[src/rtl/mc_control_fsm_pkg.sv]
// Shared constants for the multicycle control FSM: state encodings, opcodes, funct codes, ALU codes.
// Optional addi support is selected with the MC_ADDI_EN macro.
`ifndef MC_CONTROL_FSM_PKG_SV
`define MC_CONTROL_FSM_PKG_SV
package mc_control_fsm_pkg;

   typedef enum logic [3:0] {
      S_FETCH  = 4'd0,
      S_DECODE = 4'd1,
      S_MEMADR = 4'd2,
      S_MEMRD  = 4'd3,
      S_MEMWB  = 4'd4,
      S_MEMWR  = 4'd5,
      S_RTEX   = 4'd6,
      S_RTWB   = 4'd7,
      S_BEQEX  = 4'd8,
      S_ADDIEX = 4'd9,
      S_ADDIWB = 4'd10,
      S_JEX    = 4'd11
   } state_t;

   localparam logic [5:0] OP_RTYPE = 6'b000000;
   localparam logic [5:0] OP_LW    = 6'b100011;
   localparam logic [5:0] OP_SW    = 6'b101011;
   localparam logic [5:0] OP_BEQ   = 6'b000100;
   localparam logic [5:0] OP_ADDI  = 6'b001000;
   localparam logic [5:0] OP_J     = 6'b000010;

   localparam logic [5:0] FN_ADD = 6'b100000;
   localparam logic [5:0] FN_SUB = 6'b100010;
   localparam logic [5:0] FN_AND = 6'b100100;
   localparam logic [5:0] FN_OR  = 6'b100101;
   localparam logic [5:0] FN_SLT = 6'b101010;

   localparam logic [1:0] ALUOP_ADD   = 2'b00;
   localparam logic [1:0] ALUOP_SUB   = 2'b01;
   localparam logic [1:0] ALUOP_FUNCT = 2'b10;
   localparam logic [1:0] ALUOP_RSVD  = 2'b11;

   localparam logic [2:0] ALUC_AND = 3'b000;
   localparam logic [2:0] ALUC_OR  = 3'b001;
   localparam logic [2:0] ALUC_ADD = 3'b010;
   localparam logic [2:0] ALUC_SUB = 3'b110;
   localparam logic [2:0] ALUC_SLT = 3'b111;

   typedef struct packed {
      logic       pc_write;
      logic       branch;
      logic       iord;
      logic       ir_write;
      logic       mem_write;
      logic       reg_write;
      logic       reg_dst;
      logic       mem_to_reg;
      logic       alu_src_a;
      logic [1:0] alu_src_b;
      logic [1:0] pc_src;
      logic [1:0] aluop;
   } ctrl_t;

   // Moore output table: every control value is a pure function of the state.
   function automatic ctrl_t state_ctrl(state_t s);
      ctrl_t c;
      c = '0;
      case (s)
         S_FETCH: begin
            c.alu_src_b = 2'b01;
            c.ir_write  = 1'b1;
            c.pc_write  = 1'b1;
         end
         S_DECODE: c.alu_src_b = 2'b11;
         S_MEMADR, S_ADDIEX: begin
            c.alu_src_a = 1'b1;
            c.alu_src_b = 2'b10;
         end
         S_MEMRD: c.iord = 1'b1;
         S_MEMWB: begin
            c.mem_to_reg = 1'b1;
            c.reg_write  = 1'b1;
         end
         S_MEMWR: begin
            c.iord      = 1'b1;
            c.mem_write = 1'b1;
         end
         S_RTEX: begin
            c.alu_src_a = 1'b1;
            c.aluop     = ALUOP_FUNCT;
         end
         S_RTWB: begin
            c.reg_dst   = 1'b1;
            c.reg_write = 1'b1;
         end
         S_BEQEX: begin
            c.alu_src_a = 1'b1;
            c.aluop     = ALUOP_SUB;
            c.pc_src    = 2'b01;
            c.branch    = 1'b1;
         end
         S_ADDIWB: c.reg_write = 1'b1;
         S_JEX: begin
            c.pc_src   = 2'b10;
            c.pc_write = 1'b1;
         end
         default: c = '0;
      endcase
      return c;
   endfunction

endpackage
`endif

[src/rtl/mc_control_fsm_if.sv]
// Control bundle between the multicycle FSM (master) and the datapath (slave).
interface mc_control_fsm_if;
   logic [5:0] op;
   logic [5:0] funct;
   logic       zero;
   logic       pc_en;
   logic       iord;
   logic       ir_write;
   logic       mem_write;
   logic       reg_write;
   logic       reg_dst;
   logic       mem_to_reg;
   logic       alu_src_a;
   logic [1:0] alu_src_b;
   logic [1:0] pc_src;
   logic [2:0] alu_control;
   logic [3:0] state;

   modport master (
      input  op, funct, zero,
      output pc_en, iord, ir_write, mem_write, reg_write, reg_dst, mem_to_reg,
             alu_src_a, alu_src_b, pc_src, alu_control, state
   );

   modport slave (
      output op, funct, zero,
      input  pc_en, iord, ir_write, mem_write, reg_write, reg_dst, mem_to_reg,
             alu_src_a, alu_src_b, pc_src, alu_control, state
   );
endinterface

[src/rtl/mc_control_fsm_alu_decoder.sv]
// ALU control decode: maps the FSM's aluop and the R-type funct field to an ALU operation.
module alu_decoder
   import mc_control_fsm_pkg::*;
(
   input  logic [1:0] aluop,
   input  logic [5:0] funct,
   output logic [2:0] alu_control
);

   always_comb begin
      alu_control = ALUC_ADD;
      case (aluop)
         ALUOP_ADD:  alu_control = ALUC_ADD;
         ALUOP_SUB:  alu_control = ALUC_SUB;
         ALUOP_FUNCT: begin
            case (funct)
               FN_ADD:  alu_control = ALUC_ADD;
               FN_SUB:  alu_control = ALUC_SUB;
               FN_AND:  alu_control = ALUC_AND;
               FN_OR:   alu_control = ALUC_OR;
               FN_SLT:  alu_control = ALUC_SLT;
               default: alu_control = ALUC_ADD;
            endcase
         end
         ALUOP_RSVD: alu_control = ALUC_ADD;
         default:    alu_control = ALUC_ADD;
      endcase
   end

endmodule

[src/rtl/mc_control_fsm.sv]
// Moore control FSM for the multicycle MIPS datapath; outputs are registered alongside the state.
// Define MC_ADDI_EN to add the addi path (ADDIEX -> ADDIWB); otherwise addi executes as a nop.
module mc_control_fsm
   import mc_control_fsm_pkg::*;
(
   input  logic              clk,
   input  logic              reset,
   mc_control_fsm_if.master  bus
);

   state_t     state_q, state_d;
   ctrl_t      ctrl_q, ctrl_d, ctrl_out;
   logic [5:0] funct_q, funct_d;
   logic [2:0] alu_control;

   // funct is captured in DECODE so later funct changes cannot disturb RTEX.
   always_comb begin
      state_d = S_FETCH;
      funct_d = funct_q;
      case (state_q)
         S_FETCH: state_d = S_DECODE;
         S_DECODE: begin
            funct_d = bus.funct;
            case (bus.op)
               OP_LW, OP_SW: state_d = S_MEMADR;
               OP_RTYPE:     state_d = S_RTEX;
               OP_BEQ:       state_d = S_BEQEX;
`ifdef MC_ADDI_EN
               OP_ADDI:      state_d = S_ADDIEX;
`endif
               OP_J:         state_d = S_JEX;
               default:      state_d = S_FETCH;
            endcase
         end
         S_MEMADR: state_d = (bus.op == OP_LW) ? S_MEMRD : S_MEMWR;
         S_MEMRD:  state_d = S_MEMWB;
         S_RTEX:   state_d = S_RTWB;
`ifdef MC_ADDI_EN
         S_ADDIEX: state_d = S_ADDIWB;
`endif
         default:  state_d = S_FETCH;
      endcase
      ctrl_d = state_ctrl(state_d);
   end

   always_ff @(posedge clk) begin
      if (reset) begin
         state_q <= S_FETCH;
         ctrl_q  <= state_ctrl(S_FETCH);
         funct_q <= '0;
      end else begin
         state_q <= state_d;
         ctrl_q  <= ctrl_d;
         funct_q <= funct_d;
      end
   end

   // Reset overrides the registered outputs immediately, with every write enable held off.
   always_comb begin
      ctrl_out = ctrl_q;
      if (reset) begin
         ctrl_out           = state_ctrl(S_FETCH);
         ctrl_out.pc_write  = 1'b0;
         ctrl_out.ir_write  = 1'b0;
         ctrl_out.mem_write = 1'b0;
         ctrl_out.reg_write = 1'b0;
      end
   end

   alu_decoder u_alu_decoder (
      .aluop       (ctrl_out.aluop),
      .funct       (funct_q),
      .alu_control (alu_control)
   );

   assign bus.pc_en       = ctrl_out.pc_write | (ctrl_out.branch & bus.zero);
   assign bus.iord        = ctrl_out.iord;
   assign bus.ir_write    = ctrl_out.ir_write;
   assign bus.mem_write   = ctrl_out.mem_write;
   assign bus.reg_write   = ctrl_out.reg_write;
   assign bus.reg_dst     = ctrl_out.reg_dst;
   assign bus.mem_to_reg  = ctrl_out.mem_to_reg;
   assign bus.alu_src_a   = ctrl_out.alu_src_a;
   assign bus.alu_src_b   = ctrl_out.alu_src_b;
   assign bus.pc_src      = ctrl_out.pc_src;
   assign bus.alu_control = alu_control;
   assign bus.state       = state_q;

endmodule

[src/flat_wrapper.sv]
// flat-port wrapper written by rule: the top's interface ports become plain ports
module mc_control_fsm_flat import mc_control_fsm_pkg::*;
  (clk, reset, bus_op, bus_funct, bus_zero, bus_pc_en, bus_iord, bus_ir_write, bus_mem_write, bus_reg_write, bus_reg_dst, bus_mem_to_reg, bus_alu_src_a, bus_alu_src_b, bus_pc_src, bus_alu_control, bus_state);
  mc_control_fsm_if bus_i ();
  input  logic clk;
  input  logic reset;
  input wire logic [$bits(bus_i.op)-1:0] bus_op;
  input wire logic [$bits(bus_i.funct)-1:0] bus_funct;
  input wire logic [$bits(bus_i.zero)-1:0] bus_zero;
  output wire logic [$bits(bus_i.pc_en)-1:0] bus_pc_en;
  output wire logic [$bits(bus_i.iord)-1:0] bus_iord;
  output wire logic [$bits(bus_i.ir_write)-1:0] bus_ir_write;
  output wire logic [$bits(bus_i.mem_write)-1:0] bus_mem_write;
  output wire logic [$bits(bus_i.reg_write)-1:0] bus_reg_write;
  output wire logic [$bits(bus_i.reg_dst)-1:0] bus_reg_dst;
  output wire logic [$bits(bus_i.mem_to_reg)-1:0] bus_mem_to_reg;
  output wire logic [$bits(bus_i.alu_src_a)-1:0] bus_alu_src_a;
  output wire logic [$bits(bus_i.alu_src_b)-1:0] bus_alu_src_b;
  output wire logic [$bits(bus_i.pc_src)-1:0] bus_pc_src;
  output wire logic [$bits(bus_i.alu_control)-1:0] bus_alu_control;
  output wire logic [$bits(bus_i.state)-1:0] bus_state;
  assign bus_i.op = bus_op;
  assign bus_i.funct = bus_funct;
  assign bus_i.zero = bus_zero;
  assign bus_pc_en = bus_i.pc_en;
  assign bus_iord = bus_i.iord;
  assign bus_ir_write = bus_i.ir_write;
  assign bus_mem_write = bus_i.mem_write;
  assign bus_reg_write = bus_i.reg_write;
  assign bus_reg_dst = bus_i.reg_dst;
  assign bus_mem_to_reg = bus_i.mem_to_reg;
  assign bus_alu_src_a = bus_i.alu_src_a;
  assign bus_alu_src_b = bus_i.alu_src_b;
  assign bus_pc_src = bus_i.pc_src;
  assign bus_alu_control = bus_i.alu_control;
  assign bus_state = bus_i.state;
  mc_control_fsm u_core (.clk(clk), .reset(reset), .bus(bus_i));
endmodule
[config.mk]
export PLATFORM = sky130hd
export DESIGN_NAME = mc_control_fsm_flat
export DESIGN_NICKNAME = d
export VERILOG_FILES = /design/src/rtl/mc_control_fsm_pkg.sv /design/src/rtl/mc_control_fsm_if.sv /design/src/rtl/mc_control_fsm_alu_decoder.sv /design/src/rtl/mc_control_fsm.sv /design/src/flat_wrapper.sv
export SDC_FILE = /design/constraint.sdc
export NUM_CORES = 1
export LEC_CHECK = 0
export CAP_MARGIN = 20
export CORE_ASPECT_RATIO = 1.75
export CORE_MARGIN = 3
export CORE_UTILIZATION = 40
export CTS_CLUSTER_DIAMETER = 40
export DETAILED_ROUTE_END_ITERATION = 10
export HOLD_SLACK_MARGIN = 0.15
export PLACE_DENSITY = 0.8
export SETUP_SLACK_MARGIN = 0.4
export SLEW_MARGIN = 10
export SYNTH_ARGS = -nofsm -noshare
export SYNTH_HDL_FRONTEND = slang
export SYNTH_SLANG_ARGS = --single-unit
[constraint.sdc]
create_clock -name clk -period 2.2 [get_ports clk]
set_input_delay 0.66 -clock clk [delete_from_list [all_inputs] [get_ports clk]]
set_output_delay 0.66 -clock clk [all_outputs]
set_load 0.05 [all_outputs]
==> flow_summary.toml <==
[logic_synthesis]
netlist_instances = 139
syn_area_sq_um = 1170
synth_seq_cells = 23
yosysWarnings = 0
syn-num-nets = 156
synth_edf_count = 0
synthDistinctLibCells = 41
synth_area_per_cell_sq_um = 8.40
ys_seq_area_frac = 0.394
ys.flop_type = "dfxtp_1"
async_reset_ff_frac = 0

[drt]
routedWlPerCell_um = 19.4
drtPass1Iterations = 5
final_antenna_net_count = 0
vias = 1372
viasPerCell = 5.79
drt-total-wl_um = 4590
drtIter0Drc = 48
drc = 0

[die]
die_area_sq_um = 3630
num_rows = 25
io-pin-count = 34
die_y_um = 77.5
dieWidth_um = 46.8
placeableCoreArea_sq_um = 2750
start_util = 0.424

[grt]
grt_pass1_vias = 1413
grt_pass1_wl_um = 6540
antenna_found_initial = 0
grt.overflow.total = 0
grt_start_max_net_pins = 14
track_usage = 0.248

[clock_network]
htree_levels = 1
path_clk_slew_ns = 0.08
cts_sinks = 23
clk_path_buf_depth = 2
cts_made_buffers = 3
root_buffer = "clkbuf_8"
insertion_delay_ns = 0.26
cts_tree = "yes"

[power]
p_sw_uw = 261
comb_power_share = 0.255
seqPwrFrac = 0.471
p_int_uw = 680
swShare = 0.277
total_power_uw = 941
p_leak_uw = 0.000973
power_density_nw_per_um2 = 405
p_clk_frac = 0.275
ir_worst_vdd_uv = 510

[placement]
dpl.hpwl_um = 2550
port_buffers = 33
placed_area_sq_um = 1850
dp_slack_ns = -0.680
gp_congestion = 0.895

[critical_path]
end_kind = "primary output"
crit_arrival_ns = 1.60
crit_fanout = 3
cp_slowest_cell = "a211o_4"
critPathLaunchType = "input pin"
crit_family = "buffers and inverters"
worstPathCellList = "buf_12 -> clkinv_8 -> nand2_4 -> inv_2 -> ha_4 -> a211o_4 -> buf_8"
rr_worst_depth = 6
max_stage_delay_ns = 0.31
crit_cells = 7
path_class = "in2out"
cp.required_ns = 1.54
worst-path-buf-inv = 4

[timing]
rsz0062_at_grt = "true"
finalHoldViolCount = 0
tightest_slew_ns = 0.456
finalCriticalPeriod_ns = 2.26
finClkSkew_ns = 0.00636
max-slew-margin-rel = 0.694
finalWorstSetupSlack_ns = -0.0584
fmax_mhz = 443
fin_crit_sh = 1.03
setup_viol = 4
finalMaxSlewViolations = 0
tns_ns = -0.141

[layout]
drive_above_1_share = 0.552
diodes = 0
fin_nets = 228
syn_to_final_growth_pct = 99.2
final_area_sq_um = 2330

[hold_path]
whs_path_depth = 2
holdCritPathClass = "reg2reg"

[flow_run]
maxCapViolCount = 0

[status]
violations = "setup timing"
status = "finished with violations"
-- power groups by stage --
stage	Clock (uW)	Combinational, uW	Sequential, uW
finish	258	240	443
global route	274	252	445
CTS	253	215	442
detailed placement	0	171	451
global placement	0	167	450
floorplan	0	89.9	452
-- layer usage --
layer	share of wire	GRT usage	wire length, um
met5	0	0	0
met4	0.044	0.114	204
met1	0.34	0.241	1570
met2	0.57	0.469	2630
met3	0.040	0.0302	184
-- final cells by class --
class                      count  area [sq um]
clock buffer                   4          45.0
fill                         143           427
inverter                       7          42.5
tap                           27          33.8
sequential                    23           470
multi-input combinational    102           876
timing repair buffer          74           858
-- per-stage QoR --
| step | cells | hold WS [ns] | util |
|---|---|---|---|
| after global placement | 213 | 0.440 | 0.672 |
| after floorplan | 139 | 0.432 | - |
| final | 237 | 0.467 | 0.845 |
| after CTS | 230 | 0.460 | 0.805 |
| after global routing | 237 | 0.487 | 0.845 |
| after detailed placement | 213 | 0.451 | 0.672 |
-- cell usage after synthesis (2+ instances only) --
cell type,count,share of area
and3_1,2,0.011
a211oi_1,2,0.013
a21oi_1,11,0.047
nor2b_1,11,0.059
nand2_1,20,0.064
buf_6,3,0.029
nor2_1,15,0.048
nor3_1,2,0.0086
ha_1,2,0.021
dfxtp_1,23,0.39
o21ai_0,2,0.0086
nor3_2,3,0.026
nand4_1,2,0.011
nand3_1,7,0.030
clkbuf_1,3,0.0096
inv_1,6,0.019
-- state kept, by name (all words and copies together), names as in the netlist --
signal and cells:
u_core.ctrl_q 13, u_core.bus.state 4, u_core.funct_q 6
-- logic make-up after synthesis --
family                     synth area share
adders and majority gates            0.0214
buffers and inverters                0.0654
and+or+nand+nor                       0.360
AOI/OAI and AO/OA                     0.151
DFF                                   0.394
xor gates and xnor gates            0.00750
-- worst paths after layout --
| path | start | to | slack, ns |
|---|---|---|---|
| setup reg to reg | u_core.bus.state[0] | u_core.ctrl_q[14] | 0.41 |
| setup / recovery | reset | bus_alu_control[1] | -0.06 |
| hold reg to reg | u_core.funct_q[5] | u_core.funct_q[5] | 0.47 |
| hold / removal | u_core.funct_q[5] | u_core.funct_q[5] | 0.47 |
-- what timing repair did --
item	4_1_cts	5_1_grt
setup buffers	12	7
pin swaps	16	14
cloned	1	0
endpoints found under the setup margin	31	27
resized for setup	67	27
hold buffers	0	0
-- layout by cell type (no fill, tap or decap), types with 2 or more instances in the layout --
cell / Yosys / layout
buf_4: 0 / 33
dfxtp_1: 23 / 19
buf_12: 0 / 18
nand2_1: 20 / 17
nor2_1: 15 / 14
a21oi_1: 11 / 10
buf_6: 3 / 10
nor2b_4: 0 / 9
clkdlybuf4s50_1: 0 / 7
nand3_1: 7 / 5
inv_1: 6 / 3
nor3_4: 0 / 3
clkbuf_8: 0 / 3
inv_2: 1 / 2
nor2b_1: 11 / 2
nand4_1: 2 / 2
or2_4: 1 / 2
nor4b_4: 1 / 2
and3_4: 1 / 2
nand3_2: 0 / 2
ha_4: 0 / 2
buf_2: 1 / 2
clkbuf_2: 0 / 2
dfxtp_4: 0 / 2
dfxtp_2: 0 / 2
-- worst register-to-register path: stages (launching register included) --
cell and delay (ns):
dfxtp_4 0.43, nor4b_4 0.30, buf_4 0.18, o2111ai_2 0.13, and3_4 0.25, a311oi_2 0.27, a31oi_1 0.09
No activity file was read; power rests on OpenSTA's default activity.
